<file path="config.mk">
export PLATFORM = sky130hd
export DESIGN_NAME = czono_op_sched
export DESIGN_NICKNAME = d
export VERILOG_FILES = /design/src/rtl/czono_op_sched.sv
export SDC_FILE = /design/constraint.sdc
export NUM_CORES = 1
export LEC_CHECK = 0
export CAP_MARGIN = 20
export CELL_PAD_IN_SITES_DETAIL_PLACEMENT = 1
export CELL_PAD_IN_SITES_GLOBAL_PLACEMENT = 1
export CORE_ASPECT_RATIO = 0.75
export CORE_MARGIN = 5
export CORE_UTILIZATION = 45
export CTS_CLUSTER_SIZE = 16
export DETAILED_ROUTE_END_ITERATION = 10
export GPL_TIMING_DRIVEN = 1
export PLACE_DENSITY_LB_ADDON = 0.1
export SLEW_MARGIN = 40
export SYNTH_ARGS = -nofsm -noshare
export SYNTH_HDL_FRONTEND = slang
export SYNTH_SLANG_ARGS = --single-unit
</file>
<file path="constraint.sdc">
create_clock -name clk_i -period 2.3 [get_ports clk_i]
set_input_delay 0.69 -clock clk_i [delete_from_list [all_inputs] [get_ports clk_i]]
set_output_delay 0.69 -clock clk_i [all_outputs]
set_load 0.01 [all_outputs]
</file>
<file path="src/rtl/czono_op_sched.sv">
// Command scheduler for the constrained-zonotope op units: queues {op, tag}
// commands, runs one op at a time on the shared BRAM and returns a tagged status.
module czono_op_sched #(
  parameter int NMAX       = 10,
  parameter int NGMAX      = 5,
  parameter int NCMAX      = 3,
  parameter int FIFO_DEPTH = 4,
  parameter int TIMEOUT    = 1024
) (
  input  logic       clk_i,
  input  logic       rstn_i,
  input  logic       cmd_valid_i,
  output logic       cmd_ready_o,
  input  logic [1:0] cmd_op_i,
  input  logic [3:0] cmd_tag_i,
  output logic       plus_start_o,
  output logic       image_start_o,
  output logic       isect_start_o,
  input  logic       plus_done_i,
  input  logic       image_done_i,
  input  logic       isect_done_i,
  output logic [1:0] ram_sel_o,
  output logic       rsp_valid_o,
  input  logic       rsp_ready_i,
  output logic [3:0] rsp_tag_o,
  output logic [1:0] rsp_status_o,
  output logic       busy_o,
  output logic [7:0] err_cnt_o,
  output logic [1:0] dbg_state_o
);

  localparam int PW = (FIFO_DEPTH > 2) ? $clog2(FIFO_DEPTH) : 1;
  localparam int TW = (TIMEOUT > 2) ? $clog2(TIMEOUT) : 1;
  localparam logic [TW-1:0] T_LAST = TW'(TIMEOUT - 1);
  localparam logic [PW:0]   CNT_FULL = (PW + 1)'(FIFO_DEPTH);
  // An illegal parameter set keeps the command port closed instead of misbehaving.
  localparam logic PARAM_OK = (FIFO_DEPTH >= 2) && ((FIFO_DEPTH & (FIFO_DEPTH - 1)) == 0) &&
                              (TIMEOUT >= 2) && (NMAX >= 1) && (NGMAX >= 1) && (NCMAX >= 1);

  localparam logic [1:0] ST_OK      = 2'd0;
  localparam logic [1:0] ST_BAD_OP  = 2'd1;
  localparam logic [1:0] ST_TIMEOUT = 2'd2;
  localparam logic [1:0] SEL_NONE   = 2'd3;

  typedef enum logic [1:0] {S_IDLE = 2'd0, S_START = 2'd1, S_WAIT = 2'd2, S_RESP = 2'd3} state_t;

  // Valid/ready: a command moves on an edge where cmd_valid_i && cmd_ready_o;
  // a response moves on an edge where rsp_valid_o && rsp_ready_i, and until then
  // rsp_tag_o/rsp_status_o are held stable.

  logic [5:0]    mem_q [FIFO_DEPTH];
  logic [PW-1:0] wr_ptr_q, wr_ptr_d, rd_ptr_q, rd_ptr_d;
  logic [PW:0]   cnt_q, cnt_d;
  logic          rdy_en_q, rdy_en_d;
  logic          push, pop, full;
  logic [5:0]    head;

  state_t        state_q, state_d;
  logic [1:0]    op_q, op_d;
  logic [3:0]    tag_q, tag_d;
  logic [TW-1:0] timer_q, timer_d;
  logic [2:0]    start_q, start_d;
  logic [1:0]    ram_sel_q, ram_sel_d;
  logic          rsp_valid_q, rsp_valid_d;
  logic [3:0]    rsp_tag_q, rsp_tag_d;
  logic [1:0]    rsp_status_q, rsp_status_d;
  logic [7:0]    err_q, err_d;
  logic          sel_done;

  assign full        = (cnt_q == CNT_FULL);
  assign cmd_ready_o = rdy_en_q & ~full;
  assign push        = cmd_valid_i & cmd_ready_o;
  assign pop         = (state_q == S_IDLE) && (cnt_q != '0);
  assign head        = mem_q[rd_ptr_q];

  always_comb begin
    rdy_en_d = PARAM_OK;
    wr_ptr_d = push ? wr_ptr_q + PW'(1) : wr_ptr_q;
    rd_ptr_d = pop ? rd_ptr_q + PW'(1) : rd_ptr_q;
    cnt_d    = cnt_q;
    if (push && !pop) cnt_d = cnt_q + (PW + 1)'(1);
    if (pop && !push) cnt_d = cnt_q - (PW + 1)'(1);
  end

  always_comb begin
    sel_done = 1'b0;
    case (op_q)
      2'd0:    sel_done = plus_done_i;
      2'd1:    sel_done = image_done_i;
      2'd2:    sel_done = isect_done_i;
      default: sel_done = 1'b0;
    endcase
  end

  always_comb begin
    state_d      = state_q;
    op_d         = op_q;
    tag_d        = tag_q;
    timer_d      = timer_q;
    start_d      = 3'b000;
    ram_sel_d    = ram_sel_q;
    rsp_valid_d  = rsp_valid_q;
    rsp_tag_d    = rsp_tag_q;
    rsp_status_d = rsp_status_q;
    err_d        = err_q;
    case (state_q)
      S_IDLE: begin
        if (pop) begin
          op_d  = head[5:4];
          tag_d = head[3:0];
          if (head[5:4] != 2'd3) begin
            state_d   = S_START;
            start_d   = 3'(3'b001 << head[5:4]);
            ram_sel_d = head[5:4];
          end else begin
            state_d      = S_RESP;
            rsp_valid_d  = 1'b1;
            rsp_tag_d    = head[3:0];
            rsp_status_d = ST_BAD_OP;
          end
        end
      end
      S_START: begin
        timer_d = '0;
        state_d = S_WAIT;
      end
      S_WAIT: begin
        // Done wins over a timeout landing on the same cycle.
        if (sel_done || (timer_q == T_LAST)) begin
          state_d      = S_RESP;
          ram_sel_d    = SEL_NONE;
          rsp_valid_d  = 1'b1;
          rsp_tag_d    = tag_q;
          rsp_status_d = sel_done ? ST_OK : ST_TIMEOUT;
        end else begin
          timer_d = timer_q + TW'(1);
        end
      end
      S_RESP: begin
        if (rsp_ready_i) begin
          state_d     = S_IDLE;
          rsp_valid_d = 1'b0;
          if ((rsp_status_q != ST_OK) && (err_q != 8'hFF)) err_d = err_q + 8'd1;
        end
      end
      default: state_d = S_IDLE;
    endcase
  end

  always_ff @(posedge clk_i) begin
    if (push) mem_q[wr_ptr_q] <= {cmd_op_i, cmd_tag_i};
  end

  always_ff @(posedge clk_i or negedge rstn_i) begin
    if (!rstn_i) begin
      wr_ptr_q     <= '0;
      rd_ptr_q     <= '0;
      cnt_q        <= '0;
      rdy_en_q     <= 1'b0;
      state_q      <= S_IDLE;
      op_q         <= 2'd0;
      tag_q        <= 4'd0;
      timer_q      <= '0;
      start_q      <= 3'b000;
      ram_sel_q    <= SEL_NONE;
      rsp_valid_q  <= 1'b0;
      rsp_tag_q    <= 4'd0;
      rsp_status_q <= 2'd0;
      err_q        <= 8'd0;
    end else begin
      wr_ptr_q     <= wr_ptr_d;
      rd_ptr_q     <= rd_ptr_d;
      cnt_q        <= cnt_d;
      rdy_en_q     <= rdy_en_d;
      state_q      <= state_d;
      op_q         <= op_d;
      tag_q        <= tag_d;
      timer_q      <= timer_d;
      start_q      <= start_d;
      ram_sel_q    <= ram_sel_d;
      rsp_valid_q  <= rsp_valid_d;
      rsp_tag_q    <= rsp_tag_d;
      rsp_status_q <= rsp_status_d;
      err_q        <= err_d;
    end
  end

  assign plus_start_o  = start_q[0];
  assign image_start_o = start_q[1];
  assign isect_start_o = start_q[2];
  assign ram_sel_o     = ram_sel_q;
  assign rsp_valid_o   = rsp_valid_q;
  assign rsp_tag_o     = rsp_tag_q;
  assign rsp_status_o  = rsp_status_q;
  assign busy_o        = (state_q != S_IDLE) || (cnt_q != '0);
  assign err_cnt_o     = err_q;
  assign dbg_state_o   = state_q;

endmodule
</file>
==> flow_summary.yaml, run 1 <==
clock_tree:
  cts_buffers: 9
  h-tree-depth: 3
  insertion_delay_ps: 360
  cts_tree: "yes"
  clockBufferDepth: 2
  cts_root_buffer: "clkbuf_8"
  cts.sinks: 70
  clk_pin_slew_ps: 90
sta:
  drv_slew: 0
  post-route-period-util: 0.939
  report.final.setup_viol: 0
  setup_ws_ps: 141
  finClkSkew_ps: 11.7
  whs_ps: 248
  min_period_ps: 2160
  rsz0062_at_grt: "no"
  hold_viol: 0
  fin_setup_tns_ps: 0
  max_freq_ghz: 0.463
route:
  wire_per_inst_um: 17.4
  post_drt_via_cell_ratio: 5.09
  drtIter0Drc: 59
  ant_nets: 0
  drt_wl_total_um: 7310
  first_pass_iters: 4
  drc: 0
  route.vias.total: 2141
placement:
  io_buffers: 36
  dp_hpwl_um: 5370
  placedCellCount: 405
  place_congestion: 0.747
  place_ws_ps: -148
logic_synthesis:
  synth_edf_count: 24
  synth_area_sq_mm: 0.00319
  async_flop_share: 0.657
  ys_seq_area_frac: 0.587
  syn_area_per_cell_sq_um: 12.5
  synth_cells: 255
  synth_warnings: 0
  synthesis.nets: 280
  synth-seq-cells: 70
  synth-main-ff-cell: "dfrtp_1"
  netlist-cell-type-count: 44
critical_path:
  startpoint_type: "flop"
  cp.required_ps: 1610
  crit_buf_inv: 1
  cp_top_family: "flip-flops"
  critical-path-max-stage-delay_ps: 420
  worst_path_max_delay_cell: "dfrtp_1"
  crit_type: "flop to output pin"
  crit_chain: "nor3_2 -> nand2_2 -> dlygate4sd2_1"
  critPathCaptureType: "output pin"
  path_max_fanout: 5
  cp_data_arrival_time_ps: 1470
cells_and_area:
  nets: 343
  seqCellArea_sq_mm: 0.00187
  syn_to_final_growth_pct: 26.0
  final_cells: 421
  layout-drive-gt1-share: 0.183
  multi_input_area_sq_mm: 0.00125
  final_common_cell: "dfrtp_1"
  n_fill_cell: 721
  insertedDiodeCount: 0
  final_cell_mix: "dfrtp_1 (44), nand2_1 (36), clkdlybuf4s50_1 (33)"
run:
  drv_cap: 0
floorplan:
  start_util: 0.465
  ios: 37
  rows: 26
  core_sq_mm: 0.00686
  die_height_um: 82.9
  die-area_sq_mm: 0.00889
  die_width_um: 107
power:
  swShare: 0.362
  vdd_drop_max_mv: 0.564
  power_frac_seq: 0.372
  p_sw_mw: 1.83
  powerDensity_mw_per_mm2: 1260
  internal-power_mw: 3.23
  clock_power_share: 0.202
  combPwrFrac: 0.426
  p_total_mw: 5.07
  p_leak_nw: 1.72
grt:
  grt.total_usage: 0.180
  grt_max_degree: 18
  antenna_found_initial: 0
  grt_overflow: 0
  grt_pass1_vias: 2410
  grt_pass1_wl_um: 12400
hold_path:
  hold_path.class: "input port to asynchronous set/reset pin"
outcome:
  status: "finished, final reports clean"
==> cell usage after synthesis (5+ instances only) <==
cell type,instances,share of area
xnor2_1,14,0.038
mux2i_1,5,0.016
nor2_1,16,0.019
edfxtp_1,24,0.23
and3_1,7,0.014
ha_1,11,0.043
dfrtp_1,44,0.35
nand3_1,9,0.014
nand2_1,37,0.044
xor2_1,5,0.014
inv_1,12,0.014
nor3_1,6,0.0094
==> cell type report <==
| cell class | instances | area share |
|---|---|---|
| Clock buffer | 9 | 0.0308 |
| Clock inverter | 7 | 0.0202 |
| Inverter | 13 | 0.0121 |
| Multi-Input combinational cell | 166 | 0.311 |
| Sequential cell | 70 | 0.466 |
| Tap cell | 98 | 0.0305 |
| Timing Repair Buffer | 58 | 0.129 |
==> logic make-up after synthesis <==
kind of cell,count (synthesis),share of synthesized area
AOI/OAI and AO/OA,21,0.0471
buffers and inverters,19,0.0251
DFF,70,0.587
xor gates and xnor gates,19,0.0522
and+or+nand+nor,93,0.138
other,1,0.00118
adders and majority gates,12,0.0494
muxes,20,0.0992
==> flip-flops by register name, summed over array words and instances, names as in the netlist, 2 cells and up <==
name / flops
start_q: 3
dbg_state_o: 2
rsp_tag_o: 4
mem_q: 24
err_cnt_o: 8
cnt_q: 3
rsp_status_o: 2
ram_sel_o: 2
op_q: 2
wr_ptr_q: 2
tag_q: 4
rd_ptr_q: 2
timer_q: 10
==> repair_timing <==
action | 4_1_cts | 5_1_grt
resized for setup | 5 | 0
setup endpoints to repair | 2 | 0
hold endpoints to repair | 0 | 0
setup buffers | 0 | 0
hold buffers | 0 | 0
==> stage by stage <==
| stage | instance area [sq um] | utilization |
|---|---|---|
| finish | 4020 | 0.585 |
| global route | 4020 | 0.585 |
| CTS | 4020 | 0.585 |
| detailed placement | 3800 | 0.554 |
| global placement | 3800 | 0.554 |
| floorplan | 3190 | - |
==> final timing paths <==
kind | start | end | slack [ps] | cells after the start
min in group clk_i | tag_q[3] | tag_q[3] | 490 | 2
hold / removal | rstn_i | rd_ptr_q[1] | 250 | 1
setup / recovery | cnt_q[0] | busy_o | 140 | 3
setup reg to reg | dbg_state_o[1] | cnt_q[2] | 180 | 11
hold reg to reg | tag_q[3] | tag_q[3] | 490 | 2
max in group asynchronous | rstn_i | timer_q[5] | 1520 | 2
==> per-layer routing <==
layer | track usage | wire length (um) | up-vias | share of wire
li1 | - | - | 1018 | -
met1 | 0.229 | 3380 | 1071 | 0.46
met2 | 0.295 | 3560 | 42 | 0.49
met3 | 0.0581 | 305 | 10 | 0.042
met4 | 0.0523 | 61 | 0 | 0.0083
met5 | 0 | 0 | - | 0
==> power groups by stage <==
stage	registers [mW]	logic, mW	clock network (mW)
floorplan	1.86	1.28	0
global placement	1.88	2.05	0
detailed placement	1.90	2.16	0
CTS	1.89	2.20	1.05
global route	1.93	2.38	1.10
finish	1.88	2.16	1.02
Note: power is estimated with default switching activity, not from simulation.
==> inputs of run 2 (changes only) <==
CORE_ASPECT_RATIO = 0.6   (was 0.75)
TNS_END_PERCENT = 100   (was default)
==> flow_summary.yaml, run 2 (synthesis results as in run 1) <==
outcome:
  status: "finished, final reports clean"
placement:
  placedCellCount: 389
  io_buffers: 36
  dp_hpwl_um: 5310
  place_ws_ps: -139
  postPlaceCellArea_sq_mm: 0.00376
  place_congestion: 0.821
clock_tree:
  clockBufferDepth: 2
  hold_buffers: 0
  cts_root_buffer: "clkbuf_16"
  cts_buffers: 9
  clk_pin_slew_ps: 60
  cts.sinks: 70
  insertion_delay_ps: 340
  h-tree-depth: 3
  cts_tree: "yes"
sta:
  min_period_ps: 2130
  finClkSkew_ps: 6.30
  max_freq_ghz: 0.470
  report.final.setup_viol: 0
  post-route-period-util: 0.926
  fin_setup_tns_ps: 0
  setup_ws_ps: 171
  rsz0062_at_grt: "no"
  drv_slew: 0
  hold_viol: 0
critical_path:
  critical-path-max-stage-delay_ps: 560
  timing.rr.end: "cnt_q[2]"
  cp.required_ps: 1610
  cp_top_family: "flip-flops"
  reg2regPathDepth: 10
  startpoint_type: "flop"
  worst_path_max_delay_cell: "dfstp_2"
  r2r_start: "cnt_q[0]"
  r2r_slack_ps: 230
  crit_buf_inv: 1
  critPathCaptureType: "output pin"
  path_max_fanout: 3
  cp_data_arrival_time_ps: 1440
  crit_chain: "clkdlybuf4s50_1"
  crit_type: "flop to output pin"
floorplan:
  core_sq_mm: 0.00679
  ios: 37
  start_util: 0.470
  die_width_um: 119
  die-area_sq_mm: 0.00893
  die_height_um: 75.2
  rows: 23
cells_and_area:
  final_cells: 407
  n_fill_cell: 689
  multi_input_area_sq_mm: 0.00126
  nets: 340
  syn_to_final_growth_pct: 28.8
  seqCellArea_sq_mm: 0.00187
  layout-drive-gt1-share: 0.169
  insertedDiodeCount: 0
  largest-register: "mem_q"
  design_area_sq_mm: 0.00411
  largest_reg_flops: 24
  final_common_cell: "dfrtp_1"
  final_cell_mix: "dfrtp_1 (44), nand2_1 (37), clkdlybuf4s50_1 (33)"
route:
  ant_nets: 0
  drt_wl_total_um: 7230
  wire_per_inst_um: 17.8
  drtIter0Drc: 109
  drc: 0
  post_drt_via_cell_ratio: 5.22
  route.vias.total: 2125
  first_pass_iters: 4
power:
  powerDensity_mw_per_mm2: 1330
  vdd_drop_max_mv: 0.787
  p_leak_nw: 1.76
grt:
  antenna_found_initial: 0
  grt_pass1_wl_um: 12500
  grt_max_degree: 47
  grt_overflow: 0
  grt.total_usage: 0.186
  grt_pass1_vias: 2320
hold_path:
  hold_path.class: "input port to asynchronous set/reset pin"
run:
  drv_cap: 0
## run 2: cell types whose count changed in the layout (fill, tap and decap cells not counted), sizes merged
cell / before / now
bufinv: 1 / 2
clkinvlp: 1 / 2
buf: 23 / 20
inv: 14 / 12
## run 2: area by class of cell
type	count	share of cell area
Clock buffer	9	0.0548
Timing Repair Buffer	55	0.124
Multi-Input combinational cell	166	0.306
Sequential cell	70	0.456
Clock inverter	7	0.0216
Inverter	13	0.0119
Tap cell	87	0.0265
## run 2: routing by layer
layer	routed length, um	GRT usage	up-vias
li1	-	-	1016
met5	0	0	-
met4	94	0.0578	0
met2	3000	0.271	40
met1	3810	0.263	1060
met3	330	0.0646	9
## run 2: worst max-delay path by stage
stage,slack [ps],cells after the start,from,end
2_1_floorplan,140,11,dbg_state_o[0],cnt_q[2]
4_1_cts,150,3,cnt_q[0],cmd_ready_o
3_3_place_gp,-70,9,cmd_valid_i,cnt_q[2]
5_1_grt,80,10,cnt_q[0],cnt_q[2]
3_5_place_dp,-140,9,cmd_valid_i,cnt_q[2]
6_report,170,1,ram_sel_o[0],ram_sel_o[0]
## run 2: what timing repair did
item / 4_1_cts / 5_1_grt
setup endpoints to repair: 2 / 0
setup buffers: 2 / 0
resized for setup: 5 / 0
## run 2: through the flow
stage | hold WS [ps] | power [mW] | util
after floorplan | 394 | 3.14 | -
after global placement | 452 | 3.91 | 0.554
after detailed placement | 470 | 4.00 | 0.554
after CTS | 322 | 5.54 | 0.605
after global routing | 339 | 5.86 | 0.605
final | 305 | 5.48 | 0.605
## run 2: where the power goes
group | total, mW | internal [mW] | switching (mW)
clock | 1.46 | 0.940 | 0.520
combinational | 2.14 | 1.08 | 1.05
sequential | 1.88 | 1.62 | 0.261
